===== config.mk =====
export PLATFORM = sky130hd
export DESIGN_NAME = fetch_unit
export DESIGN_NICKNAME = d
export VERILOG_FILES = /design/src/rtl/mips_pkg.sv /design/src/rtl/fetch_unit.sv
export SDC_FILE = /design/constraint.sdc
export NUM_CORES = 1
export LEC_CHECK = 0
export CORE_UTILIZATION = 39
export DETAILED_ROUTE_END_ITERATION = 10
export DONT_BUFFER_PORTS = 1
export GPL_TIMING_DRIVEN = 0
export PLACE_DENSITY = 0.57
export SETUP_SLACK_MARGIN = 0.02
export SLEW_MARGIN = 10
export SYNTH_ARGS = -nofsm -noshare
export SYNTH_HDL_FRONTEND = slang
export SYNTH_SLANG_ARGS = --single-unit

===== constraint.sdc =====
create_clock -name clock -period 2.95 [get_ports clock]
set_clock_uncertainty 0.05 [all_clocks]
set_input_delay 0.59 -clock clock [delete_from_list [all_inputs] [get_ports clock]]
set_output_delay 0.59 -clock clock [all_outputs]
set_load 0.02 [all_outputs]

===== src/rtl/mips_pkg.sv =====
// Shared definitions for the instruction-fetch stage.
// Latency: n/a (types and constants only).
// Backpressure: n/a.
package mips_pkg;

    typedef logic [31:0] word_t;

    // sll $0,$0,0 -- the architectural bubble
    localparam word_t NOP_WORD = 32'h0000_0000;
    localparam word_t PC_INC   = 32'd4;

    typedef enum logic [1:0] {
        FETCH = 2'd0,   // request outstanding to imem
        HOLD  = 2'd1,   // valid word presented, downstream stalled
        DRAIN = 2'd2    // wrong-path response still owed by imem
    } fetch_state_e;

endpackage : mips_pkg


===== src/rtl/fetch_unit.sv =====
// Instruction-fetch producer: owns the PC, fetches from imem over req/ready and feeds IF/ID.
// Latency: 1 cycle from imem_ready to registered instruction/pc/valid; 1 instr/cycle with zero-wait imem.
// Backpressure: stall holds outputs; one response arriving under stall is parked in a 1-entry skid.
//
// Ports:
//   clock, reset            rising-edge clock, synchronous active-high reset
//   stall                   IF/ID does not load this cycle
//   redirect, redirect_pc   taken branch / jump target (low two bits ignored)
//   imem_req, imem_addr     level request, address stable until imem_ready
//   imem_ready, imem_rdata  response strobe and instruction word
//   instruction, pc, valid  registered outputs to IF/ID (pc = fetch address + 4)
module fetch_unit #(
    parameter logic [31:0] RESET_PC = 32'h0000_0000,
    parameter logic [31:0] NOP_WORD = mips_pkg::NOP_WORD
) (
    input  logic        clock,
    input  logic        reset,
    input  logic        stall,
    input  logic        redirect,
    input  logic [31:0] redirect_pc,
    output logic        imem_req,
    output logic [31:0] imem_addr,
    input  logic        imem_ready,
    input  logic [31:0] imem_rdata,
    output logic [31:0] instruction,
    output logic [31:0] pc,
    output logic        valid
);
    import mips_pkg::*;

    fetch_state_e state_q, state_d;
    word_t        fetch_pc_q, fetch_pc_d;
    word_t        instr_q, instr_d;
    word_t        pc_q, pc_d;
    logic         valid_q, valid_d;
    logic         skid_vld_q, skid_vld_d;
    word_t        skid_instr_q, skid_instr_d;
    word_t        skid_pc_q, skid_pc_d;

    word_t        pc_plus4;

    // Wraps modulo 2^32 by width.
    assign pc_plus4 = fetch_pc_q + PC_INC;

    assign imem_req    = (state_q == FETCH);
    assign imem_addr   = fetch_pc_q;
    assign instruction = instr_q;
    assign pc          = pc_q;
    assign valid       = valid_q;

    always_ff @(posedge clock) begin
        if (reset) begin
            state_q      <= FETCH;
            fetch_pc_q   <= RESET_PC;
            instr_q      <= NOP_WORD;
            pc_q         <= 32'h0000_0000;
            valid_q      <= 1'b0;
            skid_vld_q   <= 1'b0;
            skid_instr_q <= NOP_WORD;
            skid_pc_q    <= 32'h0000_0000;
        end else begin
            state_q      <= state_d;
            fetch_pc_q   <= fetch_pc_d;
            instr_q      <= instr_d;
            pc_q         <= pc_d;
            valid_q      <= valid_d;
            skid_vld_q   <= skid_vld_d;
            skid_instr_q <= skid_instr_d;
            skid_pc_q    <= skid_pc_d;
        end
    end

    always_comb begin
        state_d      = state_q;
        fetch_pc_d   = fetch_pc_q;
        instr_d      = instr_q;
        pc_d         = pc_q;
        valid_d      = valid_q;
        skid_vld_d   = skid_vld_q;
        skid_instr_d = skid_instr_q;
        skid_pc_d    = skid_pc_q;

        if (redirect) begin
            // Redirect outranks stall and imem_ready in every state.
            fetch_pc_d = redirect_pc & ~32'h0000_0003;
            valid_d    = 1'b0;
            instr_d    = NOP_WORD;
            skid_vld_d = 1'b0;
            unique case (state_q)
                // A request still in flight must be swallowed before refetching.
                FETCH:   state_d = imem_ready ? FETCH : DRAIN;
                HOLD:    state_d = FETCH;
                DRAIN:   state_d = DRAIN;
                default: state_d = FETCH;
            endcase
        end else begin
            unique case (state_q)
                FETCH: begin
                    if (imem_ready) begin
                        fetch_pc_d = pc_plus4;
                        if (stall && valid_q) begin
                            // Current outputs not consumed: park the new word.
                            skid_vld_d   = 1'b1;
                            skid_instr_d = imem_rdata;
                            skid_pc_d    = pc_plus4;
                            state_d      = HOLD;
                        end else begin
                            // Outputs empty or being consumed: load directly.
                            instr_d = imem_rdata;
                            pc_d    = pc_plus4;
                            valid_d = 1'b1;
                            state_d = stall ? HOLD : FETCH;
                        end
                    end else if (!stall) begin
                        valid_d = 1'b0;
                        instr_d = NOP_WORD;
                    end
                end
                HOLD: begin
                    if (!stall) begin
                        if (skid_vld_q) begin
                            instr_d    = skid_instr_q;
                            pc_d       = skid_pc_q;
                            valid_d    = 1'b1;
                            skid_vld_d = 1'b0;
                        end
                        state_d = FETCH;
                    end
                end
                DRAIN: begin
                    // The owed wrong-path response is dropped here.
                    if (imem_ready) begin
                        state_d = FETCH;
                    end
                end
                default: state_d = FETCH;
            endcase
        end
    end

endmodule : fetch_unit

==> metrics.cfg <==
[sta]
hold_violations = 0
tns_ns = 0
fin_crit_sh_pct = 92.3
finalMaxSlewViolations = 0
setup_viol = 0
worst_slew_pin_slew_ns = 0.790
fmax_mhz = 367
slew_headroom_pct = 47.3
rsz0062_at_grt = false
whs_ns = 0.239
min_period_ns = 2.72

[setup_path]
crit_path_end_kind = register
critical_path_buf_inv_count = 0
crit_chain = ha_1 -> nand3_1 -> nor4_1 -> xnor2_1 -> a211oi_1 -> a31o_2
crit_family = simple AND/OR/NAND/NOR gates
critPathKind = reg -> reg
rr_startpoint = imem_addr[2]
reg2regPathDepth = 6
rr_endpoint = pc[16]
max_stage_delay_ns = 0.67
arrival_ns = 3.05
startpoint_type = register
worstPathMaxFanout = 8
r2r_setup_slack_ns = 0.23
cpMaxStageDelayCell = dfxtp_1
required_ns = 3.27

[placement]
dp_hpwl_um = 15800
dp_cells = 1123
place.gp.congestion = 0.841
port_buffers = 0

[global_route]
grt_first_pass_wirelength_um = 34200
first_global_vias = 6040
grt_max_degree = 17
overflow = 0
grt_util_all_layers_pct = 22.7
antenna_found_initial = 0

[hold_path]
holdPathStages = 2
hp-start = imem_rdata[28]
min_path_type = in -> reg
holdPathEnd = skid_instr_q[28]

[yosys]
syn_area_um2 = 7230
ys.flop_type = dfxtp_1
ys_warn_count = 0
synth-edff-count = 0
synth.most_common_cell = dfxtp_1
ys_seq_area_share_pct = 43.7
avgSynthCellArea_um2 = 8.12
ys_top_cells_by_count = dfxtp_1 (158), nand2_1 (145), nor2_1 (110)
synth_area_leaders = dfxtp_1 (44%), nand2_1 (7.5%), nor2_1 (5.7%), a211oi_1 (4.5%), a311oi_1 (4.1%)
ys_async_sr_fraction_pct = 0
synth.distinct_cells = 53
yosys.area.top_type_share_pct = 43.7
ys_ff_latch = 158
netlist_instances = 891
synth_top_area_cell = dfxtp_1

[power_and_ir_drop]
p_leak_uw = 0.00270
power_density_nw_per_um2 = 600
p_clk_share_pct = 42.8
peakVddDrop_v = 0.000395
power_uw = 4860
switchingPower_uw = 1410
p_comb_share_pct = 8.5
p_int_uw = 3450
sw_frac_of_total_pct = 29.0
pwr-share-seq_pct = 48.8

[floorplan]
core_um2 = 18100
die_area_um2 = 19100
die_w_um = 138
num_rows = 49
initial_core_util_pct = 40.0
ios = 167
die_y_um = 138

[cts]
root_buffer = clkbuf_16
clk_pin_slew_worst_paths_ns = 0.07
cts_setup_buffers = 0
htree_levels = 4
cts_num_sinks = 158
clock_path_buffers = 2
cts_tree = done
clock_latency_ns = 0.43
cts_made_buffers = 17

[cells_and_area]
nNetsFinal = 983
n_antenna_cell = 0
finalNonFillerCells = 1155
drive_gt1_share_pct = 8.32
area_growth_syn_to_layout_pct = 12.0

[drt]
wl_per_cell_um = 18.3
ant_nets = 0
vias = 6320
viasPerCell = 5.47
first_iter_violations = 416
routed_wl_um = 21200
drc = 28
dr.pass1.iters = 8

[outcome]
violations = design-rule violations
run_status = finished, violations left

[job]
maxCapViolations = 0

==> worst register-to-register path, delay by kind of cell (launching register included) <==
| family | cells | cell delay, ns |
|---|---|---|
| AOI/OAI and AO/OA | 2 | 0.52 |
| and+or+nand+nor | 2 | 0.86 |
| xor gates and xnor gates | 1 | 0.22 |
| DFF | 1 | 0.67 |
| adders and majority gates | 1 | 0.35 |
==> per-layer routing <==
metal / track usage (%) / vias up / part of all wire (%)
met4: 6.86 / 0 / 1.2
met5: 0 / - / 0
met3: 6.82 / 17 / 9.1
li1: - / 3190 / -
met2: 35.6 / 209 / 45
met1: 30.1 / 2904 / 45
==> how the worst max path moves through the flow <==
stage,slack [ns],from,endpoint,cells after the start
floorplan,0.76,imem_addr[2],pc[12],6
global placement,0.09,stall,pc[13],6
detailed placement,0.04,stall,pc[13],6
CTS,0.17,imem_addr[2],pc[26],6
global route,0.05,imem_addr[2],pc[16],6
finish,0.23,imem_addr[2],pc[16],6
==> registers in the layout, summed over array words and instances (netlist names) <==
register	flops
skid_instr_q	32
skid_pc_q	30
state_q	2
pc	30
instruction	32
imem_addr	30
valid	1
skid_vld_q	1
==> metrics by stage <==
| stage | setup WS [ns] | util [%] | cell area (um2) |
|---|---|---|---|
| after global routing | 0.0463 | 44.8 | 8100 |
| after global placement | 0.0898 | 41.6 | 7530 |
| final | 0.227 | 44.8 | 8100 |
| after floorplan | 0.760 | - | 7250 |
| after detailed placement | 0.0405 | 41.6 | 7530 |
| after CTS | 0.166 | 44.7 | 8090 |
==> cells by family after synthesis <==
| kind of cell | count (synthesis) | share of synthesized area, % |
|---|---|---|
| buffers and inverters | 90 | 5.31 |
| XOR/XNOR | 50 | 6.05 |
| AO/OA/AOI/OAI | 180 | 16.9 |
| multiplexers | 12 | 1.66 |
| adder cells (fa/ha/maj) | 2 | 0.311 |
| flip-flops | 158 | 43.7 |
| AND/OR/NAND/NOR | 398 | 25.9 |
| other | 1 | 0.0518 |
==> cells in the final DEF, fill, tap and decap left out, types with 4 or more instances in the layout <==
| cell | Yosys | layout |
|---|---|---|
| nor2_1 | 110 | 110 |
| mux2i_1 | 12 | 12 |
| a31oi_1 | 11 | 11 |
| a211o_1 | 6 | 6 |
| inv_6 | 0 | 7 |
| and3_1 | 12 | 12 |
| nor3_1 | 18 | 18 |
| o21ai_0 | 11 | 11 |
| and4_1 | 4 | 4 |
| clkbuf_16 | 0 | 17 |
| dfxtp_1 | 158 | 158 |
| xnor2_1 | 23 | 23 |
| nand4_1 | 14 | 14 |
| nor4_2 | 3 | 5 |
| or3_1 | 5 | 5 |
| buf_1 | 6 | 6 |
| conb_1 | 1 | 4 |
| nand3_1 | 59 | 59 |
| nand2_1 | 145 | 145 |
| inv_1 | 7 | 7 |
| nor4_1 | 7 | 5 |
| xor2_1 | 27 | 27 |
| clkinv_4 | 0 | 5 |
| a211oi_1 | 43 | 43 |
| o22ai_1 | 8 | 8 |
| o211ai_1 | 6 | 6 |
| buf_4 | 5 | 5 |
| a21oi_1 | 52 | 52 |
| a311oi_1 | 34 | 34 |
| clkbuf_1 | 48 | 49 |
| buf_2 | 22 | 22 |
==> layout make-up <==
class | instances | area [um2]
inverter | 9 | 33.8
clock inverter | 14 | 126
tap | 229 | 287
fill | 1851 | 9990
buffer | 81 | 350
sequential | 158 | 3160
clock buffer | 18 | 429
multi-input combinational | 646 | 3710
==> power groups by stage <==
stage / Sequential, uW / Combinational (uW) / Clock [uW]
final: 2370 / 412 / 2080
after global placement: 2420 / 410 / 0
after detailed placement: 2420 / 410 / 0
after floorplan: 2390 / 306 / 0
after global routing: 2380 / 465 / 2200
after CTS: 2370 / 412 / 2110
==> timing repair <==
action / in CTS / in global routing
resized for setup: 0 / 2
hold buffers: 0 / 0
setup endpoints to repair: 0 / 8
No activity file was read; power rests on OpenSTA's default activity.
